--- config.mk ---
export PLATFORM = sky130hd
export DESIGN_NAME = rv32i_multicycle_sequencer_flat
export DESIGN_NICKNAME = d
export VERILOG_FILES = /design/src/rtl/rv32i_multicycle_sequencer_if.sv /design/src/rtl/rv32i_multicycle_sequencer.sv /design/src/flat_wrapper.sv
export SDC_FILE = /design/constraint.sdc
export NUM_CORES = 1
export LEC_CHECK = 0
export ABC_CLOCK_PERIOD_IN_PS = 5500
export CORE_ASPECT_RATIO = 1.1
export CORE_MARGIN = 1
export CORE_UTILIZATION = 51
export DETAILED_ROUTE_END_ITERATION = 10
export PLACE_DENSITY = 0.84
export SLEW_MARGIN = 20
export SYNTH_ARGS = -nofsm -noshare
export SYNTH_HDL_FRONTEND = slang
export SYNTH_SLANG_ARGS = --single-unit
--- constraint.sdc ---
create_clock -name clk -period 5.5 [get_ports clk]
set_clock_uncertainty 0.15 [all_clocks]
set_input_delay 0.825 -clock clk [delete_from_list [all_inputs] [get_ports clk]]
set_output_delay 0.825 -clock clk [all_outputs]
set_load 0.005 [all_outputs]
--- src/rtl/rv32i_multicycle_sequencer_if.sv ---
// Instruction/data memory handshake bundle between the multicycle sequencer
// (master) and the memory side (slave).
interface rv32i_multicycle_sequencer_if;
   logic imem_req;
   logic imem_ack;
   logic dmem_req;
   logic dmem_ack;
   logic mem_read;
   logic mem_write;

   modport master (
      output imem_req,
      output dmem_req,
      output mem_read,
      output mem_write,
      input  imem_ack,
      input  dmem_ack
   );

   modport slave (
      input  imem_req,
      input  dmem_req,
      input  mem_read,
      input  mem_write,
      output imem_ack,
      output dmem_ack
   );
endinterface

--- src/rtl/rv32i_multicycle_sequencer.sv ---
// Multi-cycle RV32I control sequencer: walks each instruction through
// fetch/decode/execute/memory/writeback and parks in a sticky trap on faults.
module rv32i_multicycle_sequencer #(
   parameter int         MEM_TIMEOUT  = 16,
   parameter logic [1:0] RESET_PC_SEL = 2'b11
) (
   input  logic                                clk,
   input  logic                                reset_n,
   rv32i_multicycle_sequencer_if.master        bus,
   input  logic [6:0]                          opcode,
   input  logic [2:0]                          funct3,
   input  logic                                alu_zero,
   input  logic                                alu_lt,
   input  logic                                alu_ltu,
   output logic                                ir_write,
   output logic                                pc_write,
   output logic [1:0]                          pc_src,
   output logic                                reg_write,
   output logic                                alu_src,
   output logic [1:0]                          alu_op,
   output logic [1:0]                          wb_sel,
   output logic                                trap,
   output logic [1:0]                          trap_cause,
   output logic [2:0]                          state
);

   typedef enum logic [2:0] {
      S_FETCH  = 3'd0,
      S_DECODE = 3'd1,
      S_EXEC   = 3'd2,
      S_MEM    = 3'd3,
      S_WB     = 3'd4,
      S_TRAP   = 3'd7
   } state_t;

   localparam logic [6:0] OP_R      = 7'b0110011;
   localparam logic [6:0] OP_I      = 7'b0010011;
   localparam logic [6:0] OP_LOAD   = 7'b0000011;
   localparam logic [6:0] OP_STORE  = 7'b0100011;
   localparam logic [6:0] OP_BRANCH = 7'b1100011;
   localparam logic [6:0] OP_LUI    = 7'b0110111;
   localparam logic [6:0] OP_AUIPC  = 7'b0010111;
   localparam logic [6:0] OP_JAL    = 7'b1101111;
   localparam logic [6:0] OP_JALR   = 7'b1100111;

   localparam logic [1:0] PC_PLUS4  = 2'b00;
   localparam logic [1:0] PC_TARGET = 2'b01;
   localparam logic [1:0] PC_JALR   = 2'b10;

   localparam logic [1:0] ALU_ARITH = 2'b00;
   localparam logic [1:0] ALU_CMP   = 2'b01;
   localparam logic [1:0] ALU_ADD   = 2'b10;

   localparam logic [1:0] WB_ALU    = 2'b00;
   localparam logic [1:0] WB_MEM    = 2'b01;
   localparam logic [1:0] WB_LINK   = 2'b10;
   localparam logic [1:0] WB_IMM    = 2'b11;

   localparam logic [1:0] CAUSE_NONE    = 2'b00;
   localparam logic [1:0] CAUSE_ILLEGAL = 2'b01;
   localparam logic [1:0] CAUSE_IMEM    = 2'b10;
   localparam logic [1:0] CAUSE_DMEM    = 2'b11;

   // The last waiting cycle is the one whose counter equals MEM_TIMEOUT-1;
   // an ack there still succeeds, silence there traps.
   localparam logic [7:0] TIMEOUT_LAST = 8'(MEM_TIMEOUT - 1);

   state_t     state_q;
   state_t     state_next;
   logic [7:0] count_q;
   logic [7:0] count_next;
   logic [1:0] cause_q;
   logic [1:0] cause_next;
   logic       reset_hold;
   logic       boot_pending;

   logic       opcode_legal;
   logic       branch_taken;
   logic       branch_bad_funct3;
   logic       imem_req_c;
   logic       dmem_req_c;
   logic       mem_read_c;
   logic       mem_write_c;

   // reset_hold keeps every output quiet while reset is applied; boot_pending
   // then marks the single boot-vector cycle right after release.
   always_ff @(posedge clk) begin
      if (!reset_n) begin
         state_q      <= S_FETCH;
         count_q      <= '0;
         cause_q      <= CAUSE_NONE;
         reset_hold   <= 1'b1;
         boot_pending <= 1'b0;
      end else begin
         state_q      <= state_next;
         count_q      <= count_next;
         cause_q      <= cause_next;
         reset_hold   <= 1'b0;
         boot_pending <= reset_hold;
      end
   end

   assign opcode_legal = opcode inside {OP_R, OP_I, OP_LOAD, OP_STORE, OP_BRANCH,
                                        OP_LUI, OP_AUIPC, OP_JAL, OP_JALR};

   assign branch_bad_funct3 = (funct3 == 3'b010) || (funct3 == 3'b011);

   always_comb begin
      branch_taken = 1'b0;
      case (funct3)
         3'b000:  branch_taken = alu_zero;
         3'b001:  branch_taken = !alu_zero;
         3'b100:  branch_taken = alu_lt;
         3'b101:  branch_taken = !alu_lt;
         3'b110:  branch_taken = alu_ltu;
         3'b111:  branch_taken = !alu_ltu;
         default: branch_taken = 1'b0;
      endcase
   end

   // Next-state and per-cycle datapath controls; everything defaults low so
   // each enable only appears in the state that owns it.
   always_comb begin
      state_next  = state_q;
      count_next  = count_q;
      cause_next  = cause_q;
      imem_req_c  = 1'b0;
      dmem_req_c  = 1'b0;
      mem_read_c  = 1'b0;
      mem_write_c = 1'b0;
      ir_write    = 1'b0;
      pc_write    = 1'b0;
      pc_src      = PC_PLUS4;
      reg_write   = 1'b0;
      alu_src     = 1'b0;
      alu_op      = ALU_ARITH;
      wb_sel      = WB_ALU;
      trap        = 1'b0;

      if (!reset_hold) begin
         case (state_q)
            S_FETCH: begin
               if (boot_pending) begin
                  pc_write = 1'b1;
                  pc_src   = RESET_PC_SEL;
               end else begin
                  imem_req_c = 1'b1;
                  if (bus.imem_ack) begin
                     ir_write   = 1'b1;
                     pc_write   = 1'b1;
                     pc_src     = PC_PLUS4;
                     state_next = S_DECODE;
                     count_next = '0;
                  end else if (count_q == TIMEOUT_LAST) begin
                     state_next = S_TRAP;
                     cause_next = CAUSE_IMEM;
                     count_next = '0;
                  end else begin
                     count_next = count_q + 8'd1;
                  end
               end
            end

            S_DECODE: begin
               if (opcode_legal) begin
                  state_next = S_EXEC;
               end else begin
                  state_next = S_TRAP;
                  cause_next = CAUSE_ILLEGAL;
               end
            end

            S_EXEC: begin
               case (opcode)
                  OP_R: begin
                     state_next = S_WB;
                  end
                  OP_I: begin
                     alu_src    = 1'b1;
                     state_next = S_WB;
                  end
                  OP_LOAD, OP_STORE: begin
                     alu_src    = 1'b1;
                     alu_op     = ALU_ADD;
                     state_next = S_MEM;
                  end
                  OP_BRANCH: begin
                     alu_op = ALU_CMP;
                     if (branch_bad_funct3) begin
                        state_next = S_TRAP;
                        cause_next = CAUSE_ILLEGAL;
                     end else begin
                        pc_write   = branch_taken;
                        pc_src     = branch_taken ? PC_TARGET : PC_PLUS4;
                        state_next = S_FETCH;
                     end
                  end
                  OP_JAL: begin
                     pc_write   = 1'b1;
                     pc_src     = PC_TARGET;
                     state_next = S_WB;
                  end
                  OP_JALR: begin
                     pc_write   = 1'b1;
                     pc_src     = PC_JALR;
                     state_next = S_WB;
                  end
                  OP_LUI, OP_AUIPC: begin
                     alu_src    = 1'b1;
                     alu_op     = ALU_ADD;
                     state_next = S_WB;
                  end
                  default: begin
                     state_next = S_TRAP;
                     cause_next = CAUSE_ILLEGAL;
                  end
               endcase
            end

            S_MEM: begin
               dmem_req_c  = 1'b1;
               mem_read_c  = (opcode == OP_LOAD);
               mem_write_c = (opcode == OP_STORE);
               if (bus.dmem_ack) begin
                  state_next = (opcode == OP_LOAD) ? S_WB : S_FETCH;
                  count_next = '0;
               end else if (count_q == TIMEOUT_LAST) begin
                  state_next = S_TRAP;
                  cause_next = CAUSE_DMEM;
                  count_next = '0;
               end else begin
                  count_next = count_q + 8'd1;
               end
            end

            S_WB: begin
               reg_write = 1'b1;
               case (opcode)
                  OP_LOAD:          wb_sel = WB_MEM;
                  OP_JAL, OP_JALR:  wb_sel = WB_LINK;
                  OP_LUI:           wb_sel = WB_IMM;
                  default:          wb_sel = WB_ALU;
               endcase
               state_next = S_FETCH;
            end

            S_TRAP: begin
               trap = 1'b1;
            end

            default: begin
               state_next = S_FETCH;
               count_next = '0;
            end
         endcase
      end
   end

   assign bus.imem_req  = imem_req_c;
   assign bus.dmem_req  = dmem_req_c;
   assign bus.mem_read  = mem_read_c;
   assign bus.mem_write = mem_write_c;
   assign trap_cause    = cause_q;
   assign state         = state_q;

endmodule

--- src/flat_wrapper.sv ---
// flat-port wrapper written by rule: the top's interface ports become plain ports
module rv32i_multicycle_sequencer_flat 
#(
   parameter int         MEM_TIMEOUT  = 16,
   parameter logic [1:0] RESET_PC_SEL = 2'b11
)
  (clk, reset_n, opcode, funct3, alu_zero, alu_lt, alu_ltu, ir_write, pc_write, pc_src, reg_write, alu_src, alu_op, wb_sel, trap, trap_cause, state, bus_imem_req, bus_dmem_req, bus_mem_read, bus_mem_write, bus_imem_ack, bus_dmem_ack);
  rv32i_multicycle_sequencer_if bus_i ();
  input  logic clk;
  input  logic reset_n;
  input  logic [6:0] opcode;
  input  logic [2:0] funct3;
  input  logic alu_zero;
  input  logic alu_lt;
  input  logic alu_ltu;
  output logic ir_write;
  output logic pc_write;
  output logic [1:0] pc_src;
  output logic reg_write;
  output logic alu_src;
  output logic [1:0] alu_op;
  output logic [1:0] wb_sel;
  output logic trap;
  output logic [1:0] trap_cause;
  output logic [2:0] state;
  output wire logic [$bits(bus_i.imem_req)-1:0] bus_imem_req;
  output wire logic [$bits(bus_i.dmem_req)-1:0] bus_dmem_req;
  output wire logic [$bits(bus_i.mem_read)-1:0] bus_mem_read;
  output wire logic [$bits(bus_i.mem_write)-1:0] bus_mem_write;
  input wire logic [$bits(bus_i.imem_ack)-1:0] bus_imem_ack;
  input wire logic [$bits(bus_i.dmem_ack)-1:0] bus_dmem_ack;
  assign bus_imem_req = bus_i.imem_req;
  assign bus_dmem_req = bus_i.dmem_req;
  assign bus_mem_read = bus_i.mem_read;
  assign bus_mem_write = bus_i.mem_write;
  assign bus_i.imem_ack = bus_imem_ack;
  assign bus_i.dmem_ack = bus_dmem_ack;
  rv32i_multicycle_sequencer #(.MEM_TIMEOUT(MEM_TIMEOUT), .RESET_PC_SEL(RESET_PC_SEL)) u_core (.clk(clk), .reset_n(reset_n), .bus(bus_i), .opcode(opcode), .funct3(funct3), .alu_zero(alu_zero), .alu_lt(alu_lt), .alu_ltu(alu_ltu), .ir_write(ir_write), .pc_write(pc_write), .pc_src(pc_src), .reg_write(reg_write), .alu_src(alu_src), .alu_op(alu_op), .wb_sel(wb_sel), .trap(trap), .trap_cause(trap_cause), .state(state));
endmodule
=== After elaboration in Yosys (flattened, before gate mapping) ===
Cells that the tools add are included.

* Flip-flop bits (word level): 15
* Input port bits: 17
* Output and inout port bits: 20
* Logic and storage cells: 119

* Add/subtract/negate cells: 1
* Equal/unequal tests: 30
* Mux-type cells: 62
* Bitwise operators: 3
* Reductions and logical operators: 18

{| class="wikitable"
|+ Operator list
! kind !! count
|-
| $mux W8 || 4
|-
| $mux W2 || 14
|-
| $mux W1 || 25
|-
| $pmux W8 S3 || 1
|-
| $eq A7 B6 Y1 const B || 3
|-
| $eq A7 B7 Y1 const B || 3
|-
| $mux W3 || 7
|-
| $eq A3 B3 Y1 const B || 6
|-
| $pmux W3 S5 || 1
|-
| $eq A7 B5 Y1 const B || 2
|-
| $eq A3 B2 Y1 const B || 4
|-
| $pmux W2 S2 || 3
|-
| $pmux W2 S3 || 2
|-
| $ne A2 B2 Y1 const B || 5
|-
| $reduce_and A10 Y1 || 1
|-
| $pmux W3 S3 || 1
|-
| $reduce_bool A9 Y1 || 1
|-
| $add A8 B1 Y8 const B || 1
|-
| $eq A8 B4 Y1 const B || 1
|-
| $pmux W2 S4 || 1
|-
| $reduce_or A4 Y1 || 2
|-
| $reduce_or A8 Y1 || 1
|-
| $eq A7 B2 Y1 const B || 1
|-
| $eq A3 B1 Y1 const B || 2
|-
| 13 further kinds || 22
|}

=== Depth between registers and ports, before layout ===
Gate-level depths: netlist of run 1.

* Word-level depth: 7
* Depth in mapped cells: 6
* Gate-level depth less buffers: 5

=== Worst setup path after synthesis of run 1 ===
Ideal clock, no wire load.

* Path type: in2out
* Start: input opcode[5]
* End: output pc_write
* Arrival: 1.942 ns
* Required time: 4.525 ns
* Slack: 2.583 ns
* Stages: 5
* Buffers on the path: 1
* Cells stage by stage: clkbuf_1 > nand3b_1 > nor3_1 > o21ai_0 > a2111oi_0

* Cells in the longest elaborated chain, start to end: 5
* Elaborated cells on any way between the ends: 7
* Classes of those cells: 3 x eq/ne; 3 x mux; 1 x reduce/logical

{| class="wikitable"
|+ RTL lines
! element !! RTL line !! RTL
|-
| start: declaration || flat_wrapper.sv:11 || <nowiki>input logic [6:0] opcode;</nowiki>
|-
| $eq A7 B7 Y1 || rv32i_multicycle_sequencer.sv:174 || <nowiki>case (opcode)</nowiki>
|-
| $reduce_or A2 Y1 (no line) || -- ||
|-
| $pmux W1 S2 * || rv32i_multicycle_sequencer.sv:174 ||
|-
| $pmux W1 S2 * || rv32i_multicycle_sequencer.sv:141 || <nowiki>case (state_q)</nowiki>
|-
| $mux W1 * || rv32i_multicycle_sequencer.sv:140 || <nowiki>if (!reset_hold) begin</nowiki>
|-
| end: declaration || flat_wrapper.sv:17 || <nowiki>output logic pc_write;</nowiki>
|}

Mark *: on every way between the ends. The rest lies on a longest branch, timed or not.

=== Worst setup path after layout of run 1 ===
* Start: input opcode[2]
* End: output pc_write

The elaborated chain is that of the path after synthesis.

==> flow_metrics.env, run 1 <==
export IMPL_slowest_stage="clkdlybuf4s50_1"
export IMPL_tightest_slew_ps=695
export IMPL_drc=0
export IMPL_grt_pass1_vias=1241
export IMPL_synth_seq_cells=15
export IMPL_synth_nets=189
export IMPL_synth_edff_count=0
export IMPL_vias_per_cell=6.16
export IMPL_root_buffer="clkbuf_4"
export IMPL_yosysUniqueCellTypes=52
export IMPL_track_usage_pct=27.7
export IMPL_status="finished clean"
export IMPL_drt_met1_wl_um=1580
export IMPL_highest_signal_layer="met4"
export IMPL_startpoint_type="primary input"
export IMPL_ys_warn_count=0
export IMPL_irDropWorstVdd_v=0.000163
export IMPL_fin_nets=221
export IMPL_grt_max_degree=20
export IMPL_period_share_pct=75.5
export IMPL_h_tree_depth=1
export IMPL_hold_viol_final=0
export IMPL_path_clk_slew_ps=100
export IMPL_pre_cts_slack_ps=1370
export IMPL_max_stage_delay_ps=590
export IMPL_die_area_mm2=0.00266
export IMPL_dieWidth_um=49.3
export IMPL_reg2reg_to="u_core.trap_cause[0]"
export IMPL_ys_seq_area_share_pct=24.0
export IMPL_fill_cells=192
export IMPL_crit_chain="clkdlybuf4s50_1 > nor2_1 > o21ai_0 > a21oi_1 > o21ai_0 > a2111oi_0 > clkdlybuf4s50_1"
export IMPL_rsz0062_at_grt="no"
export IMPL_cp_num_buf_inv=2
export IMPL_cellLeakagePower_nw=0.574
export IMPL_start_util_pct=55.1
export IMPL_p_switching_uw=89.7
export IMPL_setup_ws_ps=1350
export IMPL_antenna_found_initial=0
export IMPL_switching_share_pct=32.8
export IMPL_reg2reg_from="u_core.state[0]"
export IMPL_grt_pass1_wl_um=5680
export IMPL_drive_gt1_share_pct=4.46
export IMPL_via_count=1428
export IMPL_reg2reg_depth=5
export IMPL_maxSlewHeadroom_pct=53.3
export IMPL_chipHeight_um=54
export IMPL_p_int_uw=184
export IMPL_setup_viol=0
export IMPL_synth_cells=171
export IMPL_drtAntennaViolNets=0
export IMPL_min_from="u_core.trap_cause[0]"
export IMPL_finalSetupTns_ps=0
export IMPL_cts_made_buffers=3
export IMPL_multi_input_area_um2=886
export IMPL_holdBufCountCts=0
export IMPL_worstPathRequired_ps=4530
export IMPL_gp_congestion=0.912
export IMPL_crit_type="in -> out"
export IMPL_ioPinCount=37
export IMPL_holdPathStages=2
export IMPL_p_clk_share_pct=23.1
export IMPL_port_buffers=36
export IMPL_ctsResizeCount=0
export IMPL_drt_total_wl_um=3460
export IMPL_syn_avg_cell_area_um2=7.33
export IMPL_seqPwrFrac_pct=45.9
export IMPL_cts_setup_buffers=0
export IMPL_clock_sinks=15
export IMPL_yosys_most_used_dff="dfxtp_1"
export IMPL_core_area_mm2=0.00227
export IMPL_syn_cell_area_mm2=0.00125
export IMPL_detail_route_first_pass_iterations=4
export IMPL_async_reset_ff_share_pct=0
export IMPL_synthToLayoutAreaGrowth_pct=29.9
export IMPL_wl_met3_um=297
export IMPL_antenna_cells=0
export IMPL_r2r_slack_ps=3010
export IMPL_wl_met2_um=1580
export IMPL_power_frac_comb_pct=31.0
export IMPL_overflow=0
export IMPL_clock_path_buffers=2
export IMPL_detail_route_wl_per_cell_um=14.9
export IMPL_clkLatencyLatePin_ps=290
export IMPL_dp_hpwl_um=2580
export IMPL_fin_crit_ps=4150
export IMPL_arrival_ps=3180
export IMPL_min_to="u_core.trap_cause[0]"
export IMPL_setup_worst_path_end_class="output port"
export IMPL_clock_fmax_ghz=0.241
export IMPL_crit_family="buffers and inverters"
export IMPL_core_rowCount=18
export IMPL_regArea_um2=300
export IMPL_tritoncts="built"
export IMPL_drv_cap=0
export IMPL_holdCritPathClass="reg -> reg"
export IMPL_slew_violations=0
export IMPL_critPathMaxFanout=12
export IMPL_first_iter_violations=67
export IMPL_power_density_mw_per_mm2=168
-- cell families (layout without fill, tap and decap cells) --
| family | Yosys count | count (layout) | share of synthesized area (%) |
|---|---|---|---|
| buffers and inverters | 14 | 45 | 5.39 |
| AND/OR/NAND/NOR | 89 | 89 | 37.8 |
| XOR/XNOR | 10 | 10 | 6.99 |
| AO/OA/AOI/OAI | 41 | 41 | 24.1 |
| flip-flops | 15 | 15 | 24.0 |
| multiplexers | 1 | 1 | 0.798 |
| adder cells (fa/ha/maj) | 1 | 1 | 0.998 |
-- worst min-delay path: cells and delay by family, from the launching register on --
| family | cells | cell delay (ps) |
|---|---|---|
| AOI/OAI and AO/OA | 2 | 150 |
| DFF | 1 | 330 |
-- routing by layer --
metal / vias up / GRT usage, %
li1: 698 / -
met1: 660 / 38.9
met5: - / 0
met4: 0 / 4.90
met3: 2 / 4.80
met2: 68 / 44.7
-- worst max path at each step --
stage | start | to | depth (start not counted)
2_1_floorplan | opcode[5] | pc_write | 5
3_3_place_gp | opcode[2] | pc_write | 7
3_5_place_dp | opcode[2] | pc_write | 7
4_1_cts | opcode[2] | pc_write | 7
5_1_grt | opcode[2] | pc_write | 7
6_report | opcode[2] | pc_write | 7
-- metrics by stage --
| stage | total power, mW | instances | utilization (%) | hold slack (ps) | instance area [um^2] |
|---|---|---|---|---|---|
| floorplan | 0.176 | 171 | - | 314 | 1250 |
| global placement | 0.208 | 228 | 70.5 | 312 | 1600 |
| detailed placement | 0.211 | 228 | 70.5 | 347 | 1600 |
| CTS | 0.274 | 232 | 71.6 | 367 | 1630 |
| global route | 0.288 | 232 | 71.6 | 399 | 1630 |
| finish | 0.273 | 232 | 71.6 | 369 | 1630 |
-- state kept, by name, indices dropped and copies added (netlist names) --
register / cells
u_core.count_q: 8
u_core.state: 3
u_core.trap_cause: 2
u_core.boot_pending: 1
u_core.reset_hold: 1
-- cell type report --
class	count	share of cell area (%)
sequential	15	18.4
clock buffer	4	1.61
timing repair buffer	36	22.1
inverter	5	1.15
multi-input combinational	142	54.4
tap	30	2.30
-- cells in the final DEF, fill, tap and decap left out, types with 3 or more instances in the layout --
cell	synthesis	routed
clkdlybuf4s50_1	0	36
nor2_1	20	20
nand2_1	16	16
dfxtp_1	15	15
o21ai_0	9	9
nor3_1	8	8
xor2_1	8	8
a21oi_1	7	7
and3_1	5	5
nor4_1	5	5
inv_1	5	5
nand4_1	5	5
nand3_1	4	4
nand2b_1	4	4
or3_1	4	4
and2_1	4	4
a211oi_1	3	3
clkbuf_4	0	3
-- power groups by stage --
stage	logic, mW	clock network (mW)	registers (mW)
floorplan	0.0550	0	0.121
global placement	0.0810	0	0.127
detailed placement	0.0833	0	0.128
CTS	0.0839	0.0648	0.125
global route	0.0930	0.0689	0.126
finish	0.0847	0.0632	0.125
-- synth_stat cells, types with 2 or more instances --
library cell | instances | share of area [%]
a2111oi_0 | 2 | 1.4
a211oi_1 | 3 | 1.8
a21oi_1 | 7 | 2.8
a31oi_1 | 2 | 1.0
and2_1 | 4 | 2.0
and3_1 | 5 | 2.5
and3b_1 | 2 | 1.4
buf_2 | 3 | 1.2
clkbuf_1 | 4 | 1.2
dfxtp_1 | 15 | 24
inv_1 | 5 | 1.5
nand2_1 | 16 | 4.8
nand2b_1 | 4 | 2.0
nand3_1 | 4 | 1.6
nand3b_1 | 2 | 1.2
nand4_1 | 5 | 2.5
nor2_1 | 20 | 6.0
nor3_1 | 8 | 3.2
nor4_1 | 5 | 2.5
o211ai_1 | 2 | 1.2
o21a_1 | 2 | 1.2
o21ai_0 | 9 | 3.6
or2_2 | 2 | 1.0
or3_1 | 4 | 2.0
xnor2_1 | 2 | 1.4
xor2_1 | 8 | 5.6
Note: power is estimated with default switching activity, not from simulation.
==> inputs of run 2 (changes only) <==
- ABC_CLOCK_PERIOD_IN_PS: 5500 -> 4260
- CORE_UTILIZATION: 51 -> 47
- PLACE_DENSITY: 0.84 -> 0.79
- clock period: 5.5 -> 4.26 ns (I/O delays scaled with it)
==> run 2 against run 1 <==
  * Die area grew 8.2%
  * Clock-buffer cell count is the same
  * Non-clock buffer count up 3
  * Clock power is 25% higher
  * Global-route usage fell by 0.93 points
  * Via count fell by 1.1%
  * Worst hold slack lost 27 ps
  * Worst setup slack worse by 810 ps
  * Cell count grew 1.7%
  * Sequential share of layout area decreased by 0.27 points
  * Routed wire length grew 2.5%
==> flow_metrics.env, run 2 (same netlist as run 1, synthesis figures left out) <==
export IMPL_status="finished clean"
export IMPL_clock_path_buffers=2
export IMPL_ctsResizeCount=0
export IMPL_crit_chain="clkdlybuf4s50_1 > nor2_1 > o21ai_0 > a21oi_1 > o21ai_0 > a2111oi_0 > clkdlybuf4s50_1"
export IMPL_tritoncts="built"
export IMPL_fin_crit_ps=3720
export IMPL_drtAntennaViolNets=0
export IMPL_setup_viol=0
export IMPL_drt_total_wl_um=3550
export IMPL_root_buffer="clkbuf_4"
export IMPL_clock_fmax_ghz=0.269
export IMPL_power_density_mw_per_mm2=212
export IMPL_min_to="u_core.trap_cause[0]"
export IMPL_irDropWorstVdd_v=0.000256
export IMPL_slowest_stage="clkdlybuf4s50_1"
export IMPL_cellLeakagePower_nw=0.589
export IMPL_ioPinCount=37
export IMPL_detail_route_wl_per_cell_um=15.0
export IMPL_critPathMaxFanout=8
export IMPL_dieWidth_um=51.2
export IMPL_reg2reg_from="u_core.state[0]"
export IMPL_r2r_slack_ps=1880
export IMPL_totalPowerFinal_uw=351
export IMPL_port_buffers=36
export IMPL_p_clk_share_pct=22.5
export IMPL_antenna_found_initial=0
export IMPL_largest_reg_flops=8
export IMPL_grt_pass1_vias=1349
export IMPL_start_util_pct=49.8
export IMPL_top_register="u_core.count_q"
export IMPL_final_cell_mix="clkdlybuf4s50_1 (36), nor2_1 (20), nand2_1 (16)"
export IMPL_drive_gt1_share_pct=5.85
export IMPL_reg2reg_to="u_core.trap_cause[1]"
export IMPL_holdPathStages=2
export IMPL_dpl_cell_area_mm2=0.00163
export IMPL_clock_sinks=15
export IMPL_clkLatencyLatePin_ps=280
export IMPL_drv_cap=0
export IMPL_worstPathRequired_ps=3470
export IMPL_gp_congestion=0.954
export IMPL_fill_cells=243
export IMPL_grt_max_degree=20
export IMPL_vias_per_cell=5.98
export IMPL_dp_hpwl_um=2660
export IMPL_core_area_mm2=0.00252
export IMPL_track_usage_pct=26.8
export IMPL_startpoint_type="primary input"
export IMPL_first_iter_violations=31
export IMPL_fin_nets=224
export IMPL_tightest_slew_ps=609
export IMPL_drc=0
export IMPL_path_clk_slew_ps=80
export IMPL_die_area_mm2=0.00288
export IMPL_p_switching_uw=113
export IMPL_slew_violations=0
export IMPL_crit_type="in -> out"
export IMPL_chipHeight_um=56.2
export IMPL_overflow=0
export IMPL_cts_setup_buffers=0
export IMPL_synthToLayoutAreaGrowth_pct=31.8
export IMPL_h_tree_depth=1
export IMPL_p_int_uw=238
export IMPL_hold_viol_final=0
export IMPL_holdBufCountCts=0
export IMPL_antenna_cells=0
export IMPL_reg2reg_depth=5
export IMPL_arrival_ps=2930
export IMPL_switching_share_pct=32.1
export IMPL_max_stage_delay_ps=590
export IMPL_via_count=1412
export IMPL_final_common_cell="clkdlybuf4s50_1"
export IMPL_design_area_mm2=0.00165
export IMPL_holdCritPathClass="reg -> reg"
export IMPL_rsz0062_at_grt="no"
export IMPL_detail_route_first_pass_iterations=4
export IMPL_cts_made_buffers=3
export IMPL_maxSlewHeadroom_pct=59.4
export IMPL_finalSetupTns_ps=0
export IMPL_min_from="u_core.trap_cause[0]"
export IMPL_setup_worst_path_end_class="output port"
export IMPL_grt_pass1_wl_um=6070
export IMPL_core_rowCount=19
export IMPL_period_share_pct=87.3
export IMPL_seqPwrFrac_pct=46.1
export IMPL_power_frac_comb_pct=31.4
==> run 2: cell count changes in the layout (fill, tap and decap cells not counted) <==
cell | before | now
buf_4 | 0 | 3
==> run 2: metal layers <==
metal / track usage [%] / up-vias / share of wire [%] / wire, um
met4: 11.2 / 0 / 1.2 / 44
met2: 43.4 / 52 / 51 / 1790
met5: 0 / - / 0 / 0
met3: 3.01 / 8 / 4.8 / 169
li1: - / 707 / - / -
met1: 35.5 / 645 / 43 / 1540
==> run 2: metrics by stage <==
stage	cells	utilization, %	hold WS, ps	setup WS, ps
3_3_place_gp	232	64.5	319	679
5_1_grt	236	65.6	375	326
6_report	236	65.6	341	542
4_1_cts	236	65.6	344	537
2_1_floorplan	171	-	314	1720
3_5_place_dp	232	64.5	324	558
==> run 2: worst max-delay path by stage <==
stage	startpoint	end	slack, ps	cells past startpoint
2_1_floorplan	opcode[5]	pc_write	1720	5
3_3_place_gp	opcode[3]	pc_write	680	7
3_5_place_dp	opcode[3]	pc_write	560	7
4_1_cts	opcode[3]	pc_write	540	7
5_1_grt	opcode[3]	pc_write	330	7
6_report	opcode[3]	pc_write	540	7
==> run 2: cell type report <==
type                    count  area (um^2)  area share, %
well taps                  31         38.8           2.35
repair buffers             39          383           23.2
multi-input cells         142          886           53.6
flip-flops and latches     15          300           18.2
inverters                   5         18.8           1.14
clock buffers               4         26.3           1.59
==> run 2: power groups by stage <==
stage          clock (mW)  combinational (mW)  sequential, mW
2_1_floorplan           0              0.0709           0.156
3_3_place_gp            0               0.107           0.164
3_5_place_dp            0               0.109           0.165
4_1_cts            0.0803               0.110           0.161
5_1_grt            0.0845               0.122           0.163
6_report           0.0790               0.110           0.162
==> run 2: critical path, delay by kind of cell <==
| family | cells | cell delay [ps] |
|---|---|---|
| simple gates | 1 | 270 |
| buf+inv | 2 | 1100 |
| compound gates | 4 | 920 |
